==> config.mk <==
export PLATFORM = sky130hd
export DESIGN_NAME = uart_tx_buffer
export DESIGN_NICKNAME = d
export VERILOG_FILES = /design/src/rtl/uart_pkg.sv /design/src/rtl/uart_tx_buffer_sync_fifo.sv /design/src/rtl/uart_tx_buffer.sv
export SDC_FILE = /design/constraint.sdc
export NUM_CORES = 1
export LEC_CHECK = 0
export CELL_PAD_IN_SITES_DETAIL_PLACEMENT = 0
export CELL_PAD_IN_SITES_GLOBAL_PLACEMENT = 1
export CORE_MARGIN = 2
export CORE_UTILIZATION = 42
export DETAILED_ROUTE_END_ITERATION = 8
export PLACE_DENSITY = 0.71
export SLEW_MARGIN = 20
export SYNTH_ARGS = -nofsm -noshare
export SYNTH_HDL_FRONTEND = slang
export SYNTH_SLANG_ARGS = --single-unit
==> constraint.sdc <==
create_clock -name aclk -period 4.43 [get_ports aclk]
set_clock_uncertainty 0.15 [all_clocks]
set_input_delay 0.886 -clock aclk [delete_from_list [all_inputs] [get_ports aclk]]
set_output_delay 0.886 -clock aclk [all_outputs]
set_load 0.01 [all_outputs]
==> src/rtl/uart_pkg.sv <==
// Shared UART definitions: TX buffer FSM states, data width, register map and control bits.
// Latency: n/a (types and constants only).
// Backpressure: n/a.
package uart_pkg;

  // TX buffer handshake states
  typedef enum logic [1:0] {
    IDLE = 2'd0,
    SEND = 2'd1,
    BUSY = 2'd2
  } txbuf_state_t;

  localparam int UART_DATA_W = 8;

  // APB register offsets inside the UART peripheral
  localparam logic [7:0] UART_CTRL_OFS   = 8'h00;
  localparam logic [7:0] UART_CFG_OFS    = 8'h04;
  localparam logic [7:0] UART_TXDATA_OFS = 8'h0C;

  // Control register bit positions
  localparam int CTRL_TX_EN_BIT = 1;
  localparam int CTRL_RX_EN_BIT = 0;

endpackage

==> src/rtl/uart_tx_buffer_sync_fifo.sv <==
// sync_fifo: generic synchronous FIFO with wrapping pointers, occupancy counter and registered flags.
// Latency: an accepted push shows in level/empty/head_data the following cycle.
// Backpressure: none internally; the caller only pushes when not full (or while popping) and only pops when not empty.
module sync_fifo #(
  parameter int DEPTH  = 8,
  parameter int DATA_W = 8
) (
  input  logic                    aclk,
  input  logic                    areset_n,
  input  logic                    push,
  input  logic [DATA_W-1:0]       push_data,
  input  logic                    pop,
  output logic [DATA_W-1:0]       head_data,
  output logic                    full,
  output logic                    empty,
  output logic [$clog2(DEPTH):0]  level
);

  localparam int AW = $clog2(DEPTH);
  localparam int LW = AW + 1;
  localparam logic [LW-1:0] FULL_LVL = LW'(DEPTH);

  logic [DATA_W-1:0] mem [DEPTH];
  logic [AW-1:0]     wr_ptr;
  logic [AW-1:0]     rd_ptr;
  logic [LW-1:0]     level_nxt;

  // Occupancy after this cycle's push/pop; a simultaneous push and pop leaves it unchanged
  always_comb begin
    level_nxt = level;
    case ({push, pop})
      2'b10:   level_nxt = level + 1'b1;
      2'b01:   level_nxt = level - 1'b1;
      default: level_nxt = level;
    endcase
  end

  // Pointers wrap naturally modulo DEPTH (power of two); flags are registered from the next level
  always_ff @(posedge aclk or negedge areset_n) begin
    if (!areset_n) begin
      wr_ptr <= '0;
      rd_ptr <= '0;
      level  <= '0;
      empty  <= 1'b1;
      full   <= 1'b0;
    end else begin
      if (push) wr_ptr <= wr_ptr + 1'b1;
      if (pop)  rd_ptr <= rd_ptr + 1'b1;
      level <= level_nxt;
      empty <= (level_nxt == '0);
      full  <= (level_nxt == FULL_LVL);
    end
  end

  // Storage is not reset; stale entries are unreachable once the pointers clear
  always_ff @(posedge aclk) begin
    if (push) mem[wr_ptr] <= push_data;
  end

  // Show-ahead read: the head entry is presented without a read request
  assign head_data = mem[rd_ptr];

endmodule

==> src/rtl/uart_tx_buffer.sv <==
// uart_tx_buffer: queues TX data register writes and releases one byte per frame to the UART transmitter.
// Latency: write in N -> level/empty in N+1, uart_send in N+2 if idle and enabled; next uart_send 2 cycles after uart_tx_done.
// Backpressure: none to the writer; a write to a full buffer with no pop is dropped (sticky ovf when UART_TXBUF_OVF_EN is defined).
module uart_tx_buffer
  import uart_pkg::*;
#(
  parameter int DEPTH  = 8,
  parameter int DATA_W = UART_DATA_W
) (
  input  logic                    aclk,
  input  logic                    areset_n,
  input  logic                    wr_en,
  input  logic [DATA_W-1:0]       wr_data,
  input  logic                    tx_enable,
  input  logic                    uart_tx_active,
  input  logic                    uart_tx_done,
  output logic                    uart_send,
  output logic [DATA_W-1:0]       uart_data_in,
  output logic                    full,
  output logic                    empty,
  output logic [$clog2(DEPTH):0]  level
`ifdef UART_TXBUF_OVF_EN
  ,
  output logic                    ovf,
  input  logic                    ovf_clr
`endif
);

  txbuf_state_t      state_q;
  txbuf_state_t      state_nxt;
  logic              pop;
  logic              push;
  logic [DATA_W-1:0] fifo_head;
  logic              send_nxt;
  logic [DATA_W-1:0] data_nxt;

  // A new byte leaves the queue only from IDLE, with the line free and transmission enabled
  assign pop  = (state_q == IDLE) && !empty && tx_enable && !uart_tx_active;
  // When full, a write is still taken if a pop frees a slot in the same cycle
  assign push = wr_en && (!full || pop);

  sync_fifo #(
    .DEPTH  (DEPTH),
    .DATA_W (DATA_W)
  ) u_fifo (
    .aclk      (aclk),
    .areset_n  (areset_n),
    .push      (push),
    .push_data (wr_data),
    .pop       (pop),
    .head_data (fifo_head),
    .full      (full),
    .empty     (empty),
    .level     (level)
  );

  // FSM state register
  always_ff @(posedge aclk or negedge areset_n) begin
    if (!areset_n) state_q <= IDLE;
    else           state_q <= state_nxt;
  end

  // Next state: a frame in flight always completes, tx_enable only gates the next pop
  always_comb begin
    state_nxt = state_q;
    case (state_q)
      IDLE:    if (pop) state_nxt = SEND;
      SEND:    state_nxt = BUSY;
      BUSY:    if (uart_tx_done) state_nxt = IDLE;
      default: state_nxt = IDLE;
    endcase
  end

  // Next outputs: send pulse is high for the SEND cycle only; data captured at pop and held through BUSY
  always_comb begin
    send_nxt = (state_nxt == SEND);
    data_nxt = uart_data_in;
    if (pop) data_nxt = fifo_head;
  end

  // Output register keeps every transmitter-facing output free of combinational input paths
  always_ff @(posedge aclk or negedge areset_n) begin
    if (!areset_n) begin
      uart_send    <= 1'b0;
      uart_data_in <= '0;
    end else begin
      uart_send    <= send_nxt;
      uart_data_in <= data_nxt;
    end
  end

`ifdef UART_TXBUF_OVF_EN
  logic drop;
  assign drop = wr_en && full && !pop;

  // Sticky overflow flag; a drop in the same cycle as a clear keeps it set
  always_ff @(posedge aclk or negedge areset_n) begin
    if (!areset_n)    ovf <= 1'b0;
    else if (drop)    ovf <= 1'b1;
    else if (ovf_clr) ovf <= 1'b0;
  end
`endif

endmodule

======== After elaboration in Yosys (flattened, before gate mapping) ========
Memory sizes are Yosys's and may differ from the RTL's. A register that Yosys moved wholly into a read port is not among the register bits.
Index checks and enable logic that the tools add are counted.
Widths: inputs -> output; s select.
storage, ports and cells
  register bits ........................... 15
  RAM bits ................................ 64
  memories ................................ 1
  logic and storage cells ................. 35
memory list
  name        depth  width  read ports  clocked after Yosys merged registers in  write ports  RTL line                        RTL
  u_fifo.mem  8      8      1           1                                        1            uart_tx_buffer_sync_fifo.sv:23  logic [DATA_W-1:0] mem [DEPTH];
cells by class
  equality and inequality tests ........... 6
  muxes and demuxes ....................... 6
  reduce and logical (&&, ||, !) cells .... 11
  $add $sub $neg .......................... 4
operators with widths
  cell                 number
  $pmux 4 s2           1
  $add 3x1->3 const B  2
  $eq 2x1->1 const B   3
  $pmux 2 s3           1
  $add 4x1->4 const B  1
  $eq 2x2->1 const B   2
  $eq 4x4->1 const B   1
  $logic_and 1x1->1    4
  $logic_not 1->1      4
  $logic_not 4->1      1
  $mux 2               2
  $sub 4x1->4 const B  1
  $logic_not 2->1      1
  $mux 1               2
  $logic_or 1x1->1     1

======== Depth between registers and ports, before layout ========
  word-level depth ........................ 9
  gate-level depth with buffers ........... 10
  mapped depth without buffers ............ 10

======== Modules after synthesis ========
A second synthesis with hierarchy kept.
second synthesis, totals
  cells, all modules ...................... 184
  area, all modules ....................... 3583.4 µm²
by module, submodules not included
  module          area an instance (µm²)  sequential area each (µm²)  instances  cells an instance
  sync_fifo       3151.8                  2223.4                      1          157
  uart_tx_buffer  431.7                   275.3                       1          27

======== Worst setup path before layout ========
No wires, ideal clock.
  kind .................................... input to register
  start point ............................. in uart_tx_active
  end point ............................... reg u_fifo.empty
  cell stages on the path ................. 10
  data required time ...................... 4191 ps
  setup slack ............................. 1240 ps
  arrival time ............................ 2951 ps
  setup time .............................. 89 ps
  cells stage by stage .................... nand2b_1 > o41ai_4 > nand2_2 > ha_1 > xor2_1 > ha_1 > nor3b_1 > nor2_1 > a211o_1 > a211oi_1
between the ends
  cells in the longest elaborated chain, start to end .. 7
RTL lines
  element                                          RTL line                        RTL
  start, declared                                  uart_tx_buffer.sv:15            input logic uart_tx_active,
  $logic_not 1->1 (*)                              uart_tx_buffer.sv:38            assign pop = (state_q == IDLE) && !empty && tx_enable && !uart_tx_active;
  $logic_and 1x1->1 (*)                            uart_tx_buffer.sv:38
  $logic_or 1x1->1                                 uart_tx_buffer.sv:40            assign push = wr_en && (!full || pop);
  $logic_and 1x1->1                                uart_tx_buffer.sv:40
  $eq 2x1->1 / $eq 2x2->1 (equally long branches)  uart_tx_buffer_sync_fifo.sv:31  case ({push, pop})
  $pmux 4 s2 (*)                                   uart_tx_buffer_sync_fifo.sv:31
  $logic_not 4->1 (*)                              uart_tx_buffer_sync_fifo.sv:50  empty <= (level_nxt == '0);
  end signal, assigned                             uart_tx_buffer_sync_fifo.sv:50
  end, declared                                    uart_tx_buffer_sync_fifo.sv:15  output logic empty,
Mark *: on every way between the ends. The rest lies on a longest branch, timed or not.
A chain may end at the register's enable or synchronous reset.

======== Worst setup path in the final report ========
Same ends and word-level chain as after synthesis.

==> summary by stage <==
Yosys
Counting flops and latches in the post-synthesis netlist gives between 80 and 90. During synthesis, Yosys emitted a total of 0 warnings. The synthesized netlist occupies a cell area of 0.00350 mm2. The share of the Yosys chip area taken by registers is 0.713. When the netlist entered floorplanning its net count stood at 214. The average footprint of a synthesized cell is around 18 um2.

In this run, distinct cell masters in the synthesized netlist total 36. Synthesis produced a netlist whose cell count is 195.

Critical path
The most common cell type on the critical path is sky130_fd_sc_hd__ha_1. STA puts the critical path data arrival time at 3570 ps. Along the worst path, the maximum fanout reaches 4.

The element type at the critical path start is an input pin. The critical path required time is 4560 ps. The worst setup path is captured at a flip-flop.

Walking the worst path, the cells encountered are clkdlybuf4s50_1, nand2b_1, o41ai_4, nand2_2, ha_1, xor2_1, ha_1, nor3b_1, nor2_1, a211o_1, a211oi_1. The delay of the slowest critical-path stage is 390 ps. The setup path with the least slack is of type input pin to flip-flop. The slowest cell on the critical path is sky130_fd_sc_hd__clkdlybuf4s50_1.

Route
The count of nets left with antenna violations once routing finished came out at 0. The post-detailed-route DRC marker count is 0. Dividing the detail-routed wire length by the instance count gives 17.8 um. The detailed-route wire length is 6150 um. Dividing the detail-routed via count by the number of cells gives 5.13. Summing over every cut layer, the via total after detailed routing is about 1800.

The first detailed-routing pass ran for 4 iterations. The count of routing violations after the opening detailed-route iteration is 84.

Final layout
The end-of-flow core utilization is 0.508. The count of filler cells inserted in the layout is 672. The area growth from synthesis to layout is 18.0%.

The repair_antennas step left the layout with diodes totalling 0. The final net count is about 250. The share of layout cells above drive strength 1 is 0.208.

Hold path
The class of the tightest hold or removal check is input pin to asynchronous set/reset pin.

Global route
The initial antenna violation count is 0. Entering global routing, the biggest net connects 24 pins. For this run the aggregate overflow at the end of global routing stands at 0. The first-pass GRT wire length is 9580 um. The total routing resource utilization after global routing is 0.151. For met1 alone, demand over resource in global routing was 0.221. After global routing, the most crowded layer is met1.

For this run, global-route usage on met2 was measured as 0.214. For met3 alone, demand over resource in global routing was 0.0332. The via count of the first global-routing pass is 1721.

CTS
Post-CTS timing repair inserted 0 buffers for setup. TritonCTS created 9 clock buffers. The clock tree from TritonCTS is built.

For the worst-skew pair, the clock arrives at the later sink with an insertion delay of 360 ps. CTS saw 87 sinks. The buffer levels on the longest clock path is 2. The clock tree synthesis step divided the H-tree into 3 levels. The clock root buffer is sky130_fd_sc_hd__clkbuf_8.

The number of resized instances in the post-cts repair step is 0. The clock transition at the registers of the reported paths is 100 ps. The number of buffers inserted for hold repair after clock tree synthesis is 0.

STA
Dividing the final minimum period by the clock period gives 0.778. After layout, the minimum clock period comes to 3450 ps. The count of final max-slew check failures is 0.

The worst slew margin relative to its limit is 0.481. Setup violations remaining at the end of the flow were counted as 0. At the pin with the least slew margin, the transition time is 779 ps. The final setup TNS is 0 ps. The number of hold-slack violations in the final timing report is 0.

Setup repair after global routing left no endpoint under its margin. The upper clock frequency limit is 290 MHz.

Floorplan
In this run the count of I/O pins placed on the die edge is 29. The floorplan row count is 33. The horizontal die dimension is 95.3 um. The effective utilization at floorplan is 0.431. The die extent in y is 95.3 um. The floorplan step defined a die boundary enclosing around 0.009 mm2. The total area inside the core boundary comes to 0.00813 mm2.

Power and ir drop
For this design the ratio of total power to cell area is ~620 mW/mm2. For this design the static power due to leakage is ~1.4 nW. The maximum resistive drop on vdd is 211 uV.

Job
The tool flagged a number of max-cap violations equal to 0.

Outcome
The flow ran to the end, and the final reports show no timing, DRC or antenna violations.

Placed design
After legalization and detailed placement, the total HPWL measured 3870 um. The routability congestion estimate from global placement is 0.779. The count of buffers inserted at the top-level ports is 28.
==> cells in the mapped netlist <==
library cell,number,area share
sky130_fd_sc_hd__nand3_1,2,0.0029
sky130_fd_sc_hd__inv_1,1,0.0011
sky130_fd_sc_hd__nand4_1,1,0.0018
sky130_fd_sc_hd__xor2_1,2,0.0050
sky130_fd_sc_hd__dfstp_2,1,0.0075
sky130_fd_sc_hd__buf_2,4,0.0057
sky130_fd_sc_hd__a211o_1,2,0.0050
sky130_fd_sc_hd__and3_1,1,0.0018
sky130_fd_sc_hd__or3b_2,1,0.0025
sky130_fd_sc_hd__nor3b_1,2,0.0043
sky130_fd_sc_hd__mux2_2,2,0.0064
sky130_fd_sc_hd__nand4b_1,1,0.0025
sky130_fd_sc_hd__clkbuf_2,1,0.0014
sky130_fd_sc_hd__edfxtp_1,64,0.55
sky130_fd_sc_hd__buf_6,2,0.0064
sky130_fd_sc_hd__mux2i_1,8,0.023
sky130_fd_sc_hd__a211oi_1,1,0.0021
sky130_fd_sc_hd__dfrtp_1,22,0.16
sky130_fd_sc_hd__nand2_2,1,0.0018
sky130_fd_sc_hd__o41ai_4,1,0.0079
sky130_fd_sc_hd__xnor2_1,6,0.015
sky130_fd_sc_hd__nor4_1,3,0.0054
sky130_fd_sc_hd__ha_1,5,0.018
sky130_fd_sc_hd__nand2_1,5,0.0054
sky130_fd_sc_hd__nor2b_1,1,0.0018
sky130_fd_sc_hd__or2_1,1,0.0018
sky130_fd_sc_hd__nor2_1,14,0.015
sky130_fd_sc_hd__mux2_1,2,0.0064
sky130_fd_sc_hd__mux4_2,16,0.10
sky130_fd_sc_hd__nor3_1,5,0.0071
sky130_fd_sc_hd__o21ai_1,1,0.0014
sky130_fd_sc_hd__a21oi_1,10,0.014
sky130_fd_sc_hd__and3b_1,1,0.0025
sky130_fd_sc_hd__clkbuf_1,1,0.0011
sky130_fd_sc_hd__nand2b_1,3,0.0054
sky130_fd_sc_hd__a2bb2oi_1,1,0.0025
==> report_power, final <==
part           total [W]  switching [W]  internal (W)
clock           0.000540       0.000317      0.000223
combinational   0.000762       0.000317      0.000445
sequential       0.00128       0.000215       0.00107
total            0.00258       0.000849       0.00173
==> cell families after synthesis <==
kind of cell | count (synthesis) | share of synthesized area
buffers and inverters | 9 | 0.0157
and+or+nand+nor | 42 | 0.0618
xor gates and xnor gates | 8 | 0.0200
DFF | 87 | 0.713
muxes | 28 | 0.139
AOI/OAI and AO/OA | 16 | 0.0332
adders and majority gates | 5 | 0.0179
==> routing by layer <==
metal  vias up  routed length, um
met3         8                258
met4         0                 95
met5         -                  0
met1       882               3120
li1        843                  -
met2        37               2670
==> critical path, delay by kind of cell <==
kind | cells | cell delay (ps)
adder cells (fa/ha/maj) | 2 | 560
AND/OR/NAND/NOR | 4 | 720
buffers and inverters | 1 | 390
XOR/XNOR | 1 | 180
AO/OA/AOI/OAI | 3 | 850
==> final timing paths <==
path | from | to | slack [ps] | depth (start not counted)
max | uart_tx_active | u_fifo.empty | 980 | 11
min | areset_n | state_q[1] | 340 | 1
max reg2reg | state_q[1] | u_fifo.empty | 1520 | 9
min reg2reg | uart_data_in[0] | uart_data_in[0] | 380 | 2
min in group aclk | uart_data_in[0] | uart_data_in[0] | 380 | 2
max in group asynchronous | areset_n | u_fifo.rd_ptr[0] | 3400 | 1
==> layout by cell type, fill, tap and decap left out, types with 5 or more instances in the layout <==
master / n
sky130_fd_sc_hd__nand2_1: 5
sky130_fd_sc_hd__nor3_1: 5
sky130_fd_sc_hd__nor2_1: 14
sky130_fd_sc_hd__clkdlybuf4s50_1: 27
sky130_fd_sc_hd__mux4_2: 16
sky130_fd_sc_hd__a21oi_1: 10
sky130_fd_sc_hd__edfxtp_1: 64
sky130_fd_sc_hd__clkbuf_8: 9
sky130_fd_sc_hd__xnor2_1: 6
sky130_fd_sc_hd__mux2i_1: 8
sky130_fd_sc_hd__buf_4: 9
sky130_fd_sc_hd__dfrtp_1: 21
sky130_fd_sc_hd__ha_1: 5
==> area by class of cell <==
cell class	count	area, um2	area share
clock inverters	7	75.1	0.0182
clock buffers	9	124	0.0300
flip-flops and latches	87	2500	0.605
well taps	105	131	0.0318
multi-input cells	99	957	0.232
repair buffers	37	343	0.0829
inverters	1	3.75	0.000908
==> through the flow <==
| stage | hold WS [ps] | power, W | instances | cell area (um2) | worst slack [ps] |
|---|---|---|---|---|---|
| floorplan | 335 | 0.00177 | 195 | 3500 | 1240 |
| global placement | 358 | 0.00207 | 329 | 3940 | 679 |
| detailed placement | 365 | 0.00208 | 329 | 3940 | 597 |
| CTS | 387 | 0.00262 | 345 | 4140 | 968 |
| global route | 372 | 0.00274 | 345 | 4130 | 743 |
| finish | 341 | 0.00258 | 345 | 4130 | 985 |
==> flip-flops by register name, indices dropped and copies added, names as in the netlist <==
register       flops
u_fifo.empty       1
uart_send          1
u_fifo.level       4
u_fifo.mem        64
uart_data_in       8
u_fifo.wr_ptr      3
u_fifo.rd_ptr      3
u_fifo.full        1
state_q            2
Note: power is estimated with default switching activity, not from simulation.
